### config.mk
export PLATFORM = sky130hd
export DESIGN_NAME = decode_cycle
export DESIGN_NICKNAME = d
export VERILOG_FILES = /design/src/rtl/decode_cycle.sv
export SDC_FILE = /design/constraint.sdc
export NUM_CORES = 2
export LEC_CHECK = 0
export BUFFER_PORTS_ARGS = -buffer_cell sky130_fd_sc_hd__buf_2
export CAP_MARGIN = 25
export CORE_UTILIZATION = 56
export CTS_CLUSTER_SIZE = 30
export DETAILED_ROUTE_END_ITERATION = 12
export PLACE_DENSITY = 0.86
export SYNTH_ARGS = -nofsm -noshare
export SYNTH_HDL_FRONTEND = slang
export SYNTH_SLANG_ARGS = --single-unit
### constraint.sdc
create_clock -name clk -period 1.9 [get_ports clk]
set_input_delay 0.095 -clock clk [delete_from_list [all_inputs] [get_ports clk]]
set_output_delay 0.095 -clock clk [all_outputs]
set_load 0.03 [all_outputs]
### src/rtl/decode_cycle.sv
// decode_cycle: RV32I ID stage. Holds the 32x32 register file, main/ALU control
// decode, the immediate extender and the ID/EX pipeline register.
// Optional feature macro: DECODE_ILLEGAL_TRAP_EN adds the registered IllegalE output.
module decode_cycle #(
    parameter int unsigned DATA_WIDTH = 32,
    parameter int unsigned NUM_REGS   = 32
) (
    input  logic                  clk,
    input  logic                  rst,
    input  logic                  o_p_waitrequest,
    input  logic                  FlushE,
    input  logic [31:0]           InstrD,
    input  logic [DATA_WIDTH-1:0] PCD,
    input  logic [DATA_WIDTH-1:0] PCPlus4D,
    input  logic                  RegWriteW,
    input  logic [4:0]            RDW,
    input  logic [DATA_WIDTH-1:0] ResultW,
    output logic                  RegWriteE,
    output logic [1:0]            ResultSrcE,
    output logic                  MemWriteE,
    output logic                  JumpE,
    output logic                  BranchE,
    output logic                  JalrE,
    output logic                  ALUSrcE,
    output logic [2:0]            ALUControlE,
    output logic [2:0]            Funct3E,
`ifdef DECODE_ILLEGAL_TRAP_EN
    output logic                  IllegalE,
`endif
    output logic [DATA_WIDTH-1:0] RD1E,
    output logic [DATA_WIDTH-1:0] RD2E,
    output logic [DATA_WIDTH-1:0] ImmExtE,
    output logic [4:0]            RS1E,
    output logic [4:0]            RS2E,
    output logic [4:0]            RDE,
    output logic [DATA_WIDTH-1:0] PCE,
    output logic [DATA_WIDTH-1:0] PCPlus4E
);

    localparam logic [6:0] OpR      = 7'b0110011;
    localparam logic [6:0] OpImm    = 7'b0010011;
    localparam logic [6:0] OpLoad   = 7'b0000011;
    localparam logic [6:0] OpStore  = 7'b0100011;
    localparam logic [6:0] OpBranch = 7'b1100011;
    localparam logic [6:0] OpJal    = 7'b1101111;
    localparam logic [6:0] OpJalr   = 7'b1100111;
    localparam logic [6:0] OpLui    = 7'b0110111;

    localparam logic [2:0] AluAdd = 3'b000;
    localparam logic [2:0] AluSub = 3'b001;
    localparam logic [2:0] AluAnd = 3'b010;
    localparam logic [2:0] AluOr  = 3'b011;
    localparam logic [2:0] AluXor = 3'b100;
    localparam logic [2:0] AluSlt = 3'b101;
    localparam logic [2:0] AluSll = 3'b110;
    localparam logic [2:0] AluSrl = 3'b111;

    logic [6:0] opcode;
    logic [2:0] funct3;
    logic [4:0] rs1;
    logic [4:0] rs2;

    assign opcode = InstrD[6:0];
    assign funct3 = InstrD[14:12];
    assign rs1    = InstrD[19:15];
    assign rs2    = InstrD[24:20];

    // Shared R/I ALU mapping; sltu has no ALU code of its own and shares slt,
    // sra shares srl.
    function automatic logic [2:0] alu_op(input logic [2:0] f3, input logic sub);
        case (f3)
            3'b000:  alu_op = sub ? AluSub : AluAdd;
            3'b001:  alu_op = AluSll;
            3'b010:  alu_op = AluSlt;
            3'b011:  alu_op = AluSlt;
            3'b100:  alu_op = AluXor;
            3'b101:  alu_op = AluSrl;
            3'b110:  alu_op = AluOr;
            default: alu_op = AluAnd;
        endcase
    endfunction

    // ---------------------------------------------------------------- register file
    logic [DATA_WIDTH-1:0] regs [NUM_REGS];
    logic [DATA_WIDTH-1:0] rd1;
    logic [DATA_WIDTH-1:0] rd2;

    // Write port: cleared on reset, x0 never written; independent of stall/flush.
    always_ff @(posedge clk) begin
        if (rst) begin
            for (int i = 0; i < int'(NUM_REGS); i++) begin
                regs[i] <= '0;
            end
        end else if (RegWriteW && (RDW != 5'd0)) begin
            regs[RDW] <= ResultW;
        end
    end

    // Read ports with write-through bypass so a same-cycle writeback is seen.
    always_comb begin
        rd1 = regs[rs1];
        rd2 = regs[rs2];
        if (rs1 == 5'd0) begin
            rd1 = '0;
        end else if (RegWriteW && (RDW == rs1)) begin
            rd1 = ResultW;
        end
        if (rs2 == 5'd0) begin
            rd2 = '0;
        end else if (RegWriteW && (RDW == rs2)) begin
            rd2 = ResultW;
        end
    end

    // ---------------------------------------------------------------- immediates
    logic [31:0] imm_i;
    logic [31:0] imm_s;
    logic [31:0] imm_b;
    logic [31:0] imm_j;
    logic [31:0] imm_u;
    logic [31:0] imm_shamt;

    assign imm_i     = {{20{InstrD[31]}}, InstrD[31:20]};
    assign imm_s     = {{20{InstrD[31]}}, InstrD[31:25], InstrD[11:7]};
    assign imm_b     = {{19{InstrD[31]}}, InstrD[31], InstrD[7], InstrD[30:25],
                        InstrD[11:8], 1'b0};
    assign imm_j     = {{11{InstrD[31]}}, InstrD[31], InstrD[19:12], InstrD[20],
                        InstrD[30:21], 1'b0};
    assign imm_u     = {InstrD[31:12], 12'b0};
    // Shift immediates carry only the shamt so srai's funct7 bit does not leak in.
    assign imm_shamt = {27'b0, InstrD[24:20]};

    // ---------------------------------------------------------------- control decode
    logic        dec_reg_write;
    logic [1:0]  dec_result_src;
    logic        dec_mem_write;
    logic        dec_jump;
    logic        dec_branch;
    logic        dec_jalr;
    logic        dec_alu_src;
    logic [2:0]  dec_alu_ctrl;
    logic [2:0]  dec_funct3;
    logic [31:0] dec_imm;

`ifdef DECODE_ILLEGAL_TRAP_EN
    logic dec_illegal;

    // Illegal detection; the opcode compare already covers InstrD[1:0] != 2'b11.
    always_comb begin
        dec_illegal = 1'b0;
        case (opcode)
            OpR:     dec_illegal = (InstrD[31:25] != 7'b0000000) &&
                                   (InstrD[31:25] != 7'b0100000);
            OpImm, OpLoad, OpStore, OpBranch, OpJal, OpJalr, OpLui: dec_illegal = 1'b0;
            default: dec_illegal = 1'b1;
        endcase
    end
`endif

    // Main decode by opcode; anything unrecognised stays an all-zero NOP.
    always_comb begin
        dec_reg_write  = 1'b0;
        dec_result_src = 2'b00;
        dec_mem_write  = 1'b0;
        dec_jump       = 1'b0;
        dec_branch     = 1'b0;
        dec_jalr       = 1'b0;
        dec_alu_src    = 1'b0;
        dec_alu_ctrl   = AluAdd;
        dec_funct3     = 3'b000;
        dec_imm        = '0;
        case (opcode)
            OpR: begin
                dec_reg_write = 1'b1;
                dec_alu_ctrl  = alu_op(funct3, InstrD[30]);
                dec_funct3    = funct3;
            end
            OpImm: begin
                dec_reg_write = 1'b1;
                dec_alu_src   = 1'b1;
                dec_alu_ctrl  = alu_op(funct3, 1'b0);
                dec_funct3    = funct3;
                dec_imm       = (funct3 == 3'b001 || funct3 == 3'b101) ? imm_shamt : imm_i;
            end
            OpLoad: begin
                dec_reg_write  = 1'b1;
                dec_result_src = 2'b01;
                dec_alu_src    = 1'b1;
                dec_funct3     = funct3;
                dec_imm        = imm_i;
            end
            OpStore: begin
                dec_mem_write = 1'b1;
                dec_alu_src   = 1'b1;
                dec_funct3    = funct3;
                dec_imm       = imm_s;
            end
            OpBranch: begin
                dec_branch   = 1'b1;
                dec_alu_ctrl = AluSub;
                dec_funct3   = funct3;
                dec_imm      = imm_b;
            end
            OpJal: begin
                dec_reg_write  = 1'b1;
                dec_result_src = 2'b10;
                dec_jump       = 1'b1;
                dec_funct3     = funct3;
                dec_imm        = imm_j;
            end
            OpJalr: begin
                dec_reg_write  = 1'b1;
                dec_result_src = 2'b10;
                dec_jump       = 1'b1;
                dec_jalr       = 1'b1;
                dec_alu_src    = 1'b1;
                dec_funct3     = funct3;
                dec_imm        = imm_i;
            end
            OpLui: begin
                dec_reg_write  = 1'b1;
                dec_result_src = 2'b11;
                dec_alu_src    = 1'b1;
                dec_funct3     = funct3;
                dec_imm        = imm_u;
            end
            default: ;
        endcase
`ifdef DECODE_ILLEGAL_TRAP_EN
        if (dec_illegal) begin
            dec_reg_write  = 1'b0;
            dec_result_src = 2'b00;
            dec_mem_write  = 1'b0;
            dec_jump       = 1'b0;
            dec_branch     = 1'b0;
            dec_jalr       = 1'b0;
            dec_alu_src    = 1'b0;
            dec_alu_ctrl   = AluAdd;
            dec_funct3     = 3'b000;
        end
`endif
    end

    // ---------------------------------------------------------------- ID/EX register
    // Priority: reset, then stall (hold), then flush (bubble controls), then load.
    always_ff @(posedge clk) begin
        if (rst) begin
            RegWriteE   <= 1'b0;
            ResultSrcE  <= 2'b00;
            MemWriteE   <= 1'b0;
            JumpE       <= 1'b0;
            BranchE     <= 1'b0;
            JalrE       <= 1'b0;
            ALUSrcE     <= 1'b0;
            ALUControlE <= 3'b000;
            Funct3E     <= 3'b000;
`ifdef DECODE_ILLEGAL_TRAP_EN
            IllegalE    <= 1'b0;
`endif
            RD1E        <= '0;
            RD2E        <= '0;
            ImmExtE     <= '0;
            RS1E        <= 5'd0;
            RS2E        <= 5'd0;
            RDE         <= 5'd0;
            PCE         <= '0;
            PCPlus4E    <= '0;
        end else if (!o_p_waitrequest) begin
            RD1E     <= rd1;
            RD2E     <= rd2;
            ImmExtE  <= dec_imm;
            RS1E     <= rs1;
            RS2E     <= rs2;
            RDE      <= InstrD[11:7];
            PCE      <= PCD;
            PCPlus4E <= PCPlus4D;
            if (FlushE) begin
                RegWriteE   <= 1'b0;
                ResultSrcE  <= 2'b00;
                MemWriteE   <= 1'b0;
                JumpE       <= 1'b0;
                BranchE     <= 1'b0;
                JalrE       <= 1'b0;
                ALUSrcE     <= 1'b0;
                ALUControlE <= 3'b000;
                Funct3E     <= 3'b000;
`ifdef DECODE_ILLEGAL_TRAP_EN
                IllegalE    <= 1'b0;
`endif
            end else begin
                RegWriteE   <= dec_reg_write;
                ResultSrcE  <= dec_result_src;
                MemWriteE   <= dec_mem_write;
                JumpE       <= dec_jump;
                BranchE     <= dec_branch;
                JalrE       <= dec_jalr;
                ALUSrcE     <= dec_alu_src;
                ALUControlE <= dec_alu_ctrl;
                Funct3E     <= dec_funct3;
`ifdef DECODE_ILLEGAL_TRAP_EN
                IllegalE    <= dec_illegal;
`endif
            end
        end
    end

endmodule

==> flow_summary.toml <==
[logic_synthesis]
synth-edff-count = 1024
synth_xor_area_share_pct = 0.1430
syn_inst = 4587
ys_types = 68
syn_area_per_cell_um2 = 13.36
synth_compound_area_share_pct = 7.414
synth_top_family_by_area = "multiplexers"
yosys.area_share.adder_pct = 0
ys_seq_area_share_pct = 56.37
yosysTopAreaCell = "edfxtp_1"
netlist_top_cells_count = "1024 x edfxtp_1, 994 x and2_1, 717 x mux2i_1"
synthArstFlopShare_pct = 0
synth_area_leaders = "edfxtp_1 50%, mux2i_1 12%, and2_1 10%"
synthMuxAreaShare_pct = 18.83
ys.flop_type = "edfxtp_1"
ys_seq_elements = 1213
ys_warn_count = 0
synth-simple-area-share_pct = 13.73
syn-cell-area_um2 = 61260
synth.most_common_cell = "edfxtp_1"
yosys.area.top_type_share_pct = 50.20

[route]
drtIter0Drc = 8808
dr.pass1.iters = 10
wl_per_cell_um = 34.05
viasPerCell = 7.070
drc = 0
finalWirelength_um = 227900
vias = 47320
antenna_left = 0

[clock_tree]
cts_tree = "done"
clockRootBuffer = "clkbuf_16"
clk_latency_ns = 0.75
cts.path.max_buffers = 3
cts_setup_buffers = 0
path_clk_slew_ns = 0.07
htree_levels = 3
cts_buffers = 119
cts_sinks = 1213

[worst_setup_path]
critPathMaxFanout = 11
cp_slowest_cell = "dlygate4sd3_1"
required_ns = 2.54
cp_common_cell = "dlygate4sd3_1"
cp_data_arrival_time_ns = 2.52
cp-start-kind = "input port"
cp-end-kind = "flop"
path_class = "input port to flop"
r2r_slack_ns = 0.06
crit_chain = "dlygate4sd3_1 -> buf_2 -> buf_4 -> nand4b_1 -> or2_4 -> o22ai_1 -> dlygate4sd3_1 -> nand2_1 -> a221oi_2"
critical_path.max_stage_delay_ns = 0.56

[timing]
setup_tns_ns = 0
fin_skew_ns = 0.01954
setup_viol = 0
clock.fmax_mhz = 533.2
setup_ws_ns = 0.02467
worst_slew_pin_slew_ns = 0.9778
rsz0062_at_grt = "true"
finalHoldViolCount = 0
fin_crit_ns = 1.875
worst_hold_slack_ns = 0.03503
relSlewSlack_pct = 34.81
maxSlewViolCount = 0
period_share_pct = 98.70

[floorplanning]
fp.dieW_um = 332.7
core_region_area_um2 = 107800
std_cell_rows = 120
die_y_um = 332.7
start_util_pct = 56.83
die_area_um2 = 110700
pin_count = 327

[status]
status = "completed"

[global_route]
grt_start_max_net_pins = 83
overflow = 0
track_usage_pct = 40.23
grt_first_pass_wirelength_um = 320700
antenna_found_initial = 24
first_global_vias = 46970

[pwr]
power_density_nw_per_um2 = 858.3
static-leakage-power_nw = 28.63
vdd.ir_drop.worst_mv = 0.7541

[finish]
layout-drive-gt1-share_pct = 23.85
syn_to_final_growth_pct = 20.51
fin_nets = 5316
finish.utilization_pct = 68.48

[placed_design]
place.gp.congestion = 1.002
dp_hpwl_um = 147800
port_buffers = 326
place_ws_ns = -0.3984

[min_path]
hold_path.class = "input port to flop"

[run]
cap_violations = 0
-- cell usage in the layout, fill, tap and decap left out, types with 15 or more instances in the layout --
cell type	synthesis	layout
a21oi_1	17	16
a221o_1	52	52
a22oi_1	341	341
and2_1	994	994
buf_12	0	168
buf_2	120	320
buf_4	36	275
clkbuf_1	304	26
clkbuf_16	0	121
clkinv_1	0	15
clkinv_2	0	29
conb_1	1	32
dfxtp_1	189	189
dlygate4sd3_1	0	148
edfxtp_1	1024	1024
mux2i_1	717	717
mux4_2	193	193
nand2_1	17	17
nand2b_1	27	27
nand4_1	65	65
nor2_1	128	96
nor2_4	0	18
nor4_1	35	35
o2111ai_1	31	31
o22ai_1	67	67
o31ai_1	31	31
or2_2	34	26
-- registers in the layout (all words and copies together) (netlist names) --
name         cells
ALUSrcE          1
MemWriteE        1
ALUControlE      3
RD1E            32
RDE              5
ImmExtE         32
RD2E            32
JumpE            1
PCPlus4E        32
RS1E             5
Funct3E          3
regs          1024
ResultSrcE       2
RS2E             5
PCE             32
JalrE            1
BranchE          1
RegWriteE        1
-- through the flow --
step,std cells,power [W],area [um2]
2_1_floorplan,4618,0.03575,61390
3_5_place_dp,6311,0.03932,68410
5_1_grt,6690,0.06440,73810
4_1_cts,6685,0.06280,73770
3_3_place_gp,6311,0.03908,68410
6_report,6694,0.06336,73820
-- path summary, 6_finish.rpt --
path / startpoint / end / cells after the start
worst max-delay path: InstrD[5] / ImmExtE[0]$_SDFFE_PP0N_ / 9
worst min-delay path: ResultW[4] / RD2E[4]$_SDFFE_PP0N_ / 3
worst max register to register: regs[7][30]$_SDFFCE_PN0P_ / RD2E[30]$_SDFFE_PP0N_ / 6
worst min register to register: Funct3E[2]$_SDFFE_PP0N_ / Funct3E[2]$_SDFFE_PP0N_ / 2
-- layer usage --
layer | share of wire [%] | wire, um | vias up | global-route usage [%]
li1 | - | - | 18560 | -
met1 | 32 | 74020 | 22930 | 50.57
met2 | 43 | 98350 | 4746 | 59.56
met3 | 17 | 37820 | 1078 | 13.44
met4 | 7.8 | 17680 | 8 | 26.23
met5 | 0.019 | 44 | - | 0
-- power by group --
group	switching (W)	total [W]	internal, W
logic	0.00489	0.00818	0.00330
clock network	0.0106	0.0238	0.0132
registers	0.00102	0.0313	0.0303
total	0.0165	0.0634	0.0468
-- cell type report --
class / instances / area [um2]
repair buffers: 916 / 8578
clock inverters: 64 / 573.1
fillers: 6907 / 33980
clock buffers: 161 / 3288
inverters: 5 / 18.77
diodes: 9 / 22.52
multi-input cells: 2923 / 25050
well taps: 1403 / 1755
flip-flops and latches: 1213 / 34530
-- what timing repair did --
item,in CTS,in global routing
endpoints found under the hold margin,445,0
gates resized for setup,0,7
setup endpoints to repair,0,8
hold buffers,149,0
-- worst max-delay path, delay by kind of cell --
kind / cells / cell delay [ns]
and+or+nand+nor: 3 / 0.58
AOI/OAI and AO/OA: 2 / 0.36
buffers and inverters: 4 / 1.48
-- cell families (layout without fill, tap and decap cells) --
family,count (synthesis),count (layout)
DFF,1213,1213
and+or+nand+nor,1383,1383
buffers and inverters,482,1146
other,1,41
muxes,911,911
xor gates and xnor gates,10,10
AOI/OAI and AO/OA,587,587
Power figures use the tool's default switching activity.
